File: config.mk
export PLATFORM = sky130hd
export DESIGN_NAME = seg7_count_monitor_flat
export DESIGN_NICKNAME = d
export VERILOG_FILES = /design/src/rtl/seg7_count_monitor_if.sv /design/src/rtl/seg7_count_monitor.sv /design/src/flat_wrapper.sv
export SDC_FILE = /design/constraint.sdc
export NUM_CORES = 1
export LEC_CHECK = 0
export ABC_AREA = 1
export BUFFER_PORTS_ARGS = -buffer_cell sky130_fd_sc_hd__buf_4
export CORE_AREA = 2 2 82 84
export DETAILED_ROUTE_END_ITERATION = 10
export DIE_AREA = 0 0 84 86
export PLACE_DENSITY = 0.68
export SLEW_MARGIN = 20
export SYNTH_ARGS = -nofsm -noshare
export SYNTH_HDL_FRONTEND = slang
export SYNTH_SLANG_ARGS = --single-unit
export TNS_END_PERCENT = 100
File: constraint.sdc
create_clock -name clk -period 4.25 [get_ports clk]
set_clock_uncertainty 0.2 [all_clocks]
set_input_delay 0.425 -clock clk [delete_from_list [all_inputs] [get_ports clk]]
set_output_delay 0.425 -clock clk [all_outputs]
set_load 0.02 [all_outputs]
File: src/rtl/seg7_count_monitor_if.sv
// seg7_count_monitor_if: segment bus and mode bits in, monitor results out.
// master drives the display side, slave is the monitor.
interface seg7_count_monitor_if #(
  parameter int CNT_W = 8
);
  logic [0:6]       seg;
  logic             w1;
  logic             w0;
  logic [3:0]       digit;
  logic             digit_valid;
  logic             step_error;
  logic             bad_pattern;
  logic             error_sticky;
  logic [CNT_W-1:0] match_count;

  modport master (
    output seg,
    output w1,
    output w0,
    input  digit,
    input  digit_valid,
    input  step_error,
    input  bad_pattern,
    input  error_sticky,
    input  match_count
  );

  modport slave (
    input  seg,
    input  w1,
    input  w0,
    output digit,
    output digit_valid,
    output step_error,
    output bad_pattern,
    output error_sticky,
    output match_count
  );
endinterface

File: src/rtl/seg7_count_monitor.sv
// seg7_count_monitor: stability-filters an active-low 7-seg bus, decodes it
// and checks each accepted digit against a mod-ten step. SEG7_HEX_AF_EN adds A-F.
module seg7_count_monitor #(
  parameter int STABLE_CYCLES = 4,
  parameter int CNT_W         = 8
) (
  input logic                clk,
  input logic                rst_n,
  seg7_count_monitor_if.slave bus
);

`ifdef SEG7_HEX_AF_EN
  localparam bit HEX_AF = 1'b1;
`else
  localparam bit HEX_AF = 1'b0;
`endif

  localparam logic [3:0]       STAB    = 4'(STABLE_CYCLES);
  localparam logic [CNT_W-1:0] CNT_MAX = '1;

  typedef enum logic [1:0] {
    S_IDLE,
    S_TRACK,
    S_ERROR
  } state_t;

  state_t           state;
  logic [0:6]       prev_seg;
  logic [0:6]       last_seg;
  logic [3:0]       stab_cnt;
  logic [3:0]       stab_nxt;
  logic             held;
  logic             accept;

  logic [3:0]       digit_q;
  logic             valid_q;
  logic             step_err_q;
  logic             bad_pat_q;
  logic             sticky_q;
  logic [CNT_W-1:0] match_q;

  logic             dec_legal;
  logic             dec_letter;
  logic [3:0]       dec_val;
  logic [3:0]       add;
  logic [4:0]       sum;
  logic [3:0]       exp_val;

  // held: this edge repeats the previous sample of an unbroken run
  assign held = (stab_cnt != 4'd0) && (bus.seg == prev_seg);

  always_comb begin
    stab_nxt = 4'd1;
    if (held) begin
      stab_nxt = (stab_cnt == STAB) ? STAB : stab_cnt + 4'd1;
    end
  end

  assign accept = (stab_nxt == STAB)
               && !(held && (stab_cnt == STAB))
               && (bus.seg != last_seg);

  always_ff @(posedge clk or negedge rst_n) begin
    if (!rst_n) begin
      prev_seg <= '1;
      stab_cnt <= 4'd0;
      last_seg <= '1;
    end else begin
      prev_seg <= bus.seg;
      stab_cnt <= stab_nxt;
      if (accept) begin
        last_seg <= bus.seg;
      end
    end
  end

  always_comb begin
    dec_legal  = 1'b1;
    dec_letter = 1'b0;
    dec_val    = 4'd0;
    case (bus.seg)
      7'b0000001: dec_val = 4'd0;
      7'b1001111: dec_val = 4'd1;
      7'b0010010: dec_val = 4'd2;
      7'b0000110: dec_val = 4'd3;
      7'b1001100: dec_val = 4'd4;
      7'b0100100: dec_val = 4'd5;
      7'b0100000: dec_val = 4'd6;
      7'b0001111: dec_val = 4'd7;
      7'b0000000: dec_val = 4'd8;
      7'b0000100: dec_val = 4'd9;
      7'b0001000: begin
        dec_val = 4'd10; dec_legal = HEX_AF; dec_letter = HEX_AF;
      end
      7'b1100000: begin
        dec_val = 4'd11; dec_legal = HEX_AF; dec_letter = HEX_AF;
      end
      7'b0110001: begin
        dec_val = 4'd12; dec_legal = HEX_AF; dec_letter = HEX_AF;
      end
      7'b1000010: begin
        dec_val = 4'd13; dec_legal = HEX_AF; dec_letter = HEX_AF;
      end
      7'b0110000: begin
        dec_val = 4'd14; dec_legal = HEX_AF; dec_letter = HEX_AF;
      end
      7'b0111000: begin
        dec_val = 4'd15; dec_legal = HEX_AF; dec_letter = HEX_AF;
      end
      default: dec_legal = 1'b0;
    endcase
  end

  // -1 is taken as +9 so every mode is a plain add mod 10
  always_comb begin
    unique case ({bus.w1, bus.w0})
      2'b00:   add = 4'd0;
      2'b01:   add = 4'd1;
      2'b10:   add = 4'd2;
      default: add = 4'd9;
    endcase
    sum     = {1'b0, digit_q} + {1'b0, add};
    exp_val = 4'(sum % 5'd10);
  end

  always_ff @(posedge clk or negedge rst_n) begin
    if (!rst_n) begin
      state      <= S_IDLE;
      digit_q    <= 4'd0;
      valid_q    <= 1'b0;
      step_err_q <= 1'b0;
      bad_pat_q  <= 1'b0;
      sticky_q   <= 1'b0;
      match_q    <= '0;
    end else begin
      step_err_q <= 1'b0;
      bad_pat_q  <= 1'b0;
      if (accept) begin
        if (!dec_legal) begin
          bad_pat_q <= 1'b1;
          sticky_q  <= 1'b1;
          if (state == S_TRACK) begin
            state <= S_ERROR;
          end
        end else begin
          digit_q <= dec_val;
          valid_q <= 1'b1;
          unique case (state)
            S_TRACK: begin
              if (!dec_letter && (dec_val == exp_val)) begin
                if (match_q != CNT_MAX) begin
                  match_q <= match_q + 1'b1;
                end
              end else begin
                step_err_q <= 1'b1;
                sticky_q   <= 1'b1;
                state      <= S_ERROR;
              end
            end
            default: state <= S_TRACK;
          endcase
        end
      end
    end
  end

  assign bus.digit        = digit_q;
  assign bus.digit_valid  = valid_q;
  assign bus.step_error   = step_err_q;
  assign bus.bad_pattern  = bad_pat_q;
  assign bus.error_sticky = sticky_q;
  assign bus.match_count  = match_q;

endmodule

File: src/flat_wrapper.sv
// flat-port wrapper written by rule: the top's interface ports become plain ports
module seg7_count_monitor_flat 
#(
  parameter int STABLE_CYCLES = 4,
  parameter int CNT_W         = 8
)
  (clk, rst_n, bus_seg, bus_w1, bus_w0, bus_digit, bus_digit_valid, bus_step_error, bus_bad_pattern, bus_error_sticky, bus_match_count);
  seg7_count_monitor_if #(.CNT_W(CNT_W)) bus_i ();
  input logic clk;
  input logic rst_n;
  input wire logic [$bits(bus_i.seg)-1:0] bus_seg;
  input wire logic [$bits(bus_i.w1)-1:0] bus_w1;
  input wire logic [$bits(bus_i.w0)-1:0] bus_w0;
  output wire logic [$bits(bus_i.digit)-1:0] bus_digit;
  output wire logic [$bits(bus_i.digit_valid)-1:0] bus_digit_valid;
  output wire logic [$bits(bus_i.step_error)-1:0] bus_step_error;
  output wire logic [$bits(bus_i.bad_pattern)-1:0] bus_bad_pattern;
  output wire logic [$bits(bus_i.error_sticky)-1:0] bus_error_sticky;
  output wire logic [$bits(bus_i.match_count)-1:0] bus_match_count;
  assign bus_i.seg = bus_seg;
  assign bus_i.w1 = bus_w1;
  assign bus_i.w0 = bus_w0;
  assign bus_digit = bus_i.digit;
  assign bus_digit_valid = bus_i.digit_valid;
  assign bus_step_error = bus_i.step_error;
  assign bus_bad_pattern = bus_i.bad_pattern;
  assign bus_error_sticky = bus_i.error_sticky;
  assign bus_match_count = bus_i.match_count;
  seg7_count_monitor #(.STABLE_CYCLES(STABLE_CYCLES), .CNT_W(CNT_W)) u_core (.clk(clk), .rst_n(rst_n), .bus(bus_i));
endmodule
==> results by group <==
Run status
  – Outcome: finished, final reports clean

Die
  – Core footprint: 6280 um2
  – Ports: 27
  – Die width: 84 um
  – Placement Rows: 29
  – Die ar.: 7220 um2
  – Die height: 86 um
  – Initial core utilization: 44.1%

Final layout
  – Finished Core Util: 49.7%
  – Final cell count without fillers: 465
  – Layout cell share with drive strength beyond 1: 29.6%
  – Total Nets Final: 407
  – Area Growth Syn to Fin: 12.7%
  – Antenna diode count: 0

Synthesis
  – Yosys warns: 0
  – Net count after synthesis: 381
  – Register area share after synthesis: 33.2%
  – Post-Syn Area: 2770 um2
  – Share of the synthesized area in the top cell type: 19.9%
  – Synth area leaders: dfrtp_1 20%, dfstp_2 13%, nand2_1 13%
  – Syn_area_per_cell: 7.67 um2
  – Area leader, netlist: dfrtp_1
  – Cell count after synthesis: 361
  – Count of cell types in the netlist: 41
  – Yosys reg bits: 36

Global route
  – Global route overflow: 0
  – Largest net degree at the start of global routing: 37
  – Initial antenna violation count: 0
  – First-pass GRT wire length: 9.90 mm
  – GRT Util Overall: 16.4%
  – Vias in the first global route: 2177

Clock network
  – H-tree Lvls: 2
  – Post_cts resized: 0
  – CTS tree: built
  – Cts hold-fix bufs: 1
  – Clk slew on worst S/H paths: 0.08 ns
  – Longest Clk Path Bufs: 2
  – Postcts setup bufs: 0
  – CTS Buf Count: 5
  – Worst skew pair latency: 0.29 ns
  – Clk root buf: clkbuf_8
  – Sink Count: 36

Critical path
  – Worst Path Arrival: 3.32 ns
  – Required time of the critical path: 4.28 ns
  – CP max FO: 8
  – Crit. End Element: flop
  – Worst setup path class: flop to flop
  – Setup crit start kind: flop

Timing
  – Endpoints failing hold: 0
  – Setup TNS: 0 ns
  – Slew margin rel.: 63.3%
  – Fin crit period: 3.28 ns
  – Period utilization: 77.2%
  – RSZ-0062 raised after global routing: no
  – Min setup slack post-route: 0.968 ns
  – Fmax: 0.305 GHz
  – Final Slew Violations: 0
  – Final Setup Violations: 0
  – Slew @ Worst Pin: 0.546 ns

Route
  – Starting DRT DRC Count: 126
  – DR vias/cell: 4.88
  – Drt total wl: 5.45 mm
  – Drt wl/cell: 11.7 um
  – Routed via count: 2270
  – Antenna viol nets, final: 0
  – TritonRoute pass-1 iters: 4
  – Detailed-route DRC error count: 0

Placed design
  – Post-Place Setup Slack: 0.823 ns
  – IO Port Bufs: 26
  – Placed insts: 456
  – RePlAce Congestion: 0.864
  – Detailed Place HPWL: 4.26 mm

Power and ir drop
  – Worst vdd ir: 0.122 mV
  – Lkg Pwr: 1.57 nW
  – Pwr Density: 229 nW/um2

Run
  – # Max-Cap Violations: 0

Hold path
  – Hold Crit Class: primary input to flop
-- synthesized netlist by cell type (all sizes together) --
| library cell | instances |
|---|---|
| buf | 7 |
| o211ai | 2 |
| a21oi | 5 |
| ha | 8 |
| and2 | 1 |
| or2 | 2 |
| nand4 | 13 |
| dfstp | 14 |
| nor3 | 6 |
| o21ai | 11 |
| nor3b | 2 |
| nor4 | 1 |
| dfrtp | 22 |
| clkinv | 1 |
| nand2 | 112 |
| a21boi | 1 |
| fa | 1 |
| nand3b | 1 |
| xor2 | 7 |
| nand3 | 36 |
| inv | 49 |
| nor2 | 43 |
| xnor2 | 14 |
| clkbuf | 1 |
| a31o | 1 |
-- critical path: stages, from the launching register on --
cell and delay, ns:
dfrtp_1 0.40, ha_1 0.25, fa_1 0.39, inv_1 0.08, nand2_1 0.06, nand2_1 0.06
nand2_1 0.12, inv_2 0.09, nand2_1 0.05, nand2_1 0.08, inv_1 0.06, ha_1 0.17
a21oi_1 0.17, nand2_1 0.11, nand3_2 0.12, nand3_1 0.08, nand3_1 0.11, nand2_1 0.09
nor2_4 0.14, nand2_4 0.08, nor2_8 0.14, nand4_1 0.10, nand2_1 0.08
-- where the power goes --
part | leakage (nW) | switching, W | total [W] | internal [W]
clock network | 0.0516 | 0.000134 | 0.000267 | 0.000133
registers | 0.432 | 0.00000186 | 0.000351 | 0.000349
logic | 1.08 | 0.0000621 | 0.0000953 | 0.0000332
total | 1.57 | 0.000198 | 0.000714 | 0.000515
-- metrics by stage --
stage               total power, W  hold WS [ns]  instance area (um2)
global route              0.000752        0.0725                 3120
global placement          0.000451         0.212                 3010
finish                    0.000714        0.0864                 3120
floorplan                 0.000427       -0.0706                 2770
CTS                       0.000726        0.0715                 3120
detailed placement        0.000453         0.212                 3010
-- cells in the final DEF, fill, tap and decap left out, drive strengths merged, types with 2 or more instances in the layout --
master and count:
o21ai 11, nor3b 2, a21oi 5, dfstp 14
nor2 43, o211ai 2, nand3 36, buf 26
nand2 112, xor2 7, nand4 13, or2 2
dfrtp 22, inv 50, clkbuf 6, nor3 6
xnor2 14, clkinv 2, ha 8
-- worst paths after layout --
check / startpoint / end / slack (ns) / depth (start not counted)
max in group asynchronous: rst_n / u_core.last_seg[2] / 3.07 / 2
worst min-delay path: bus_seg[1] / u_core.prev_seg[5] / 0.09 / 1
worst max register to register: u_core.bus.digit[0] / u_core.bus.match_count[2] / 0.97 / 22
worst min register to register: u_core.bus.digit_valid / u_core.bus.digit_valid / 0.27 / 1
worst max-delay path: u_core.bus.digit[0] / u_core.bus.match_count[2] / 0.97 / 22
min in group asynchronous: rst_n / u_core.stab_cnt[1] / 0.42 / 2
-- sequential cells by signal (all words and copies together) (netlist names), 2 cells and up --
| register | cells |
|---|---|
| u_core.stab_cnt | 4 |
| u_core.bus.digit | 4 |
| u_core.bus.match_count | 8 |
| u_core.state | 2 |
| u_core.prev_seg | 7 |
| u_core.last_seg | 7 |
-- layer usage --
metal	track usage [%]	share of wire (%)	wire length [um]	vias to the layer above
met5	0	0	0	-
met4	3.96	0.81	44	0
met3	3.37	3.5	192	5
met2	28.2	49	2650	39
met1	21.4	47	2570	1037
li1	-	-	-	1189
-- cell families (layout without fill, tap and decap cells) --
logic type,Yosys count,in the layout,share of synthesized area (%)
adder cells (fa/ha/maj),9,9,4.34
AND/OR/NAND/NOR,217,217,42.9
buffers and inverters,58,85,8.50
XOR/XNOR,21,21,6.65
flip-flops,36,36,33.2
AO/OA/AOI/OAI,20,20,4.43
-- layout make-up --
cell class,count,area (um2)
Clock buffer,6,82.6
Multi-Input combinational cell,267,1610
Timing Repair Buffer,27,205
Clock inverter,2,13.8
Tap cell,77,96.3
Sequential cell,36,918
Fill cell,625,3160
Inverter,50,190
Power figures use the tool's default switching activity.
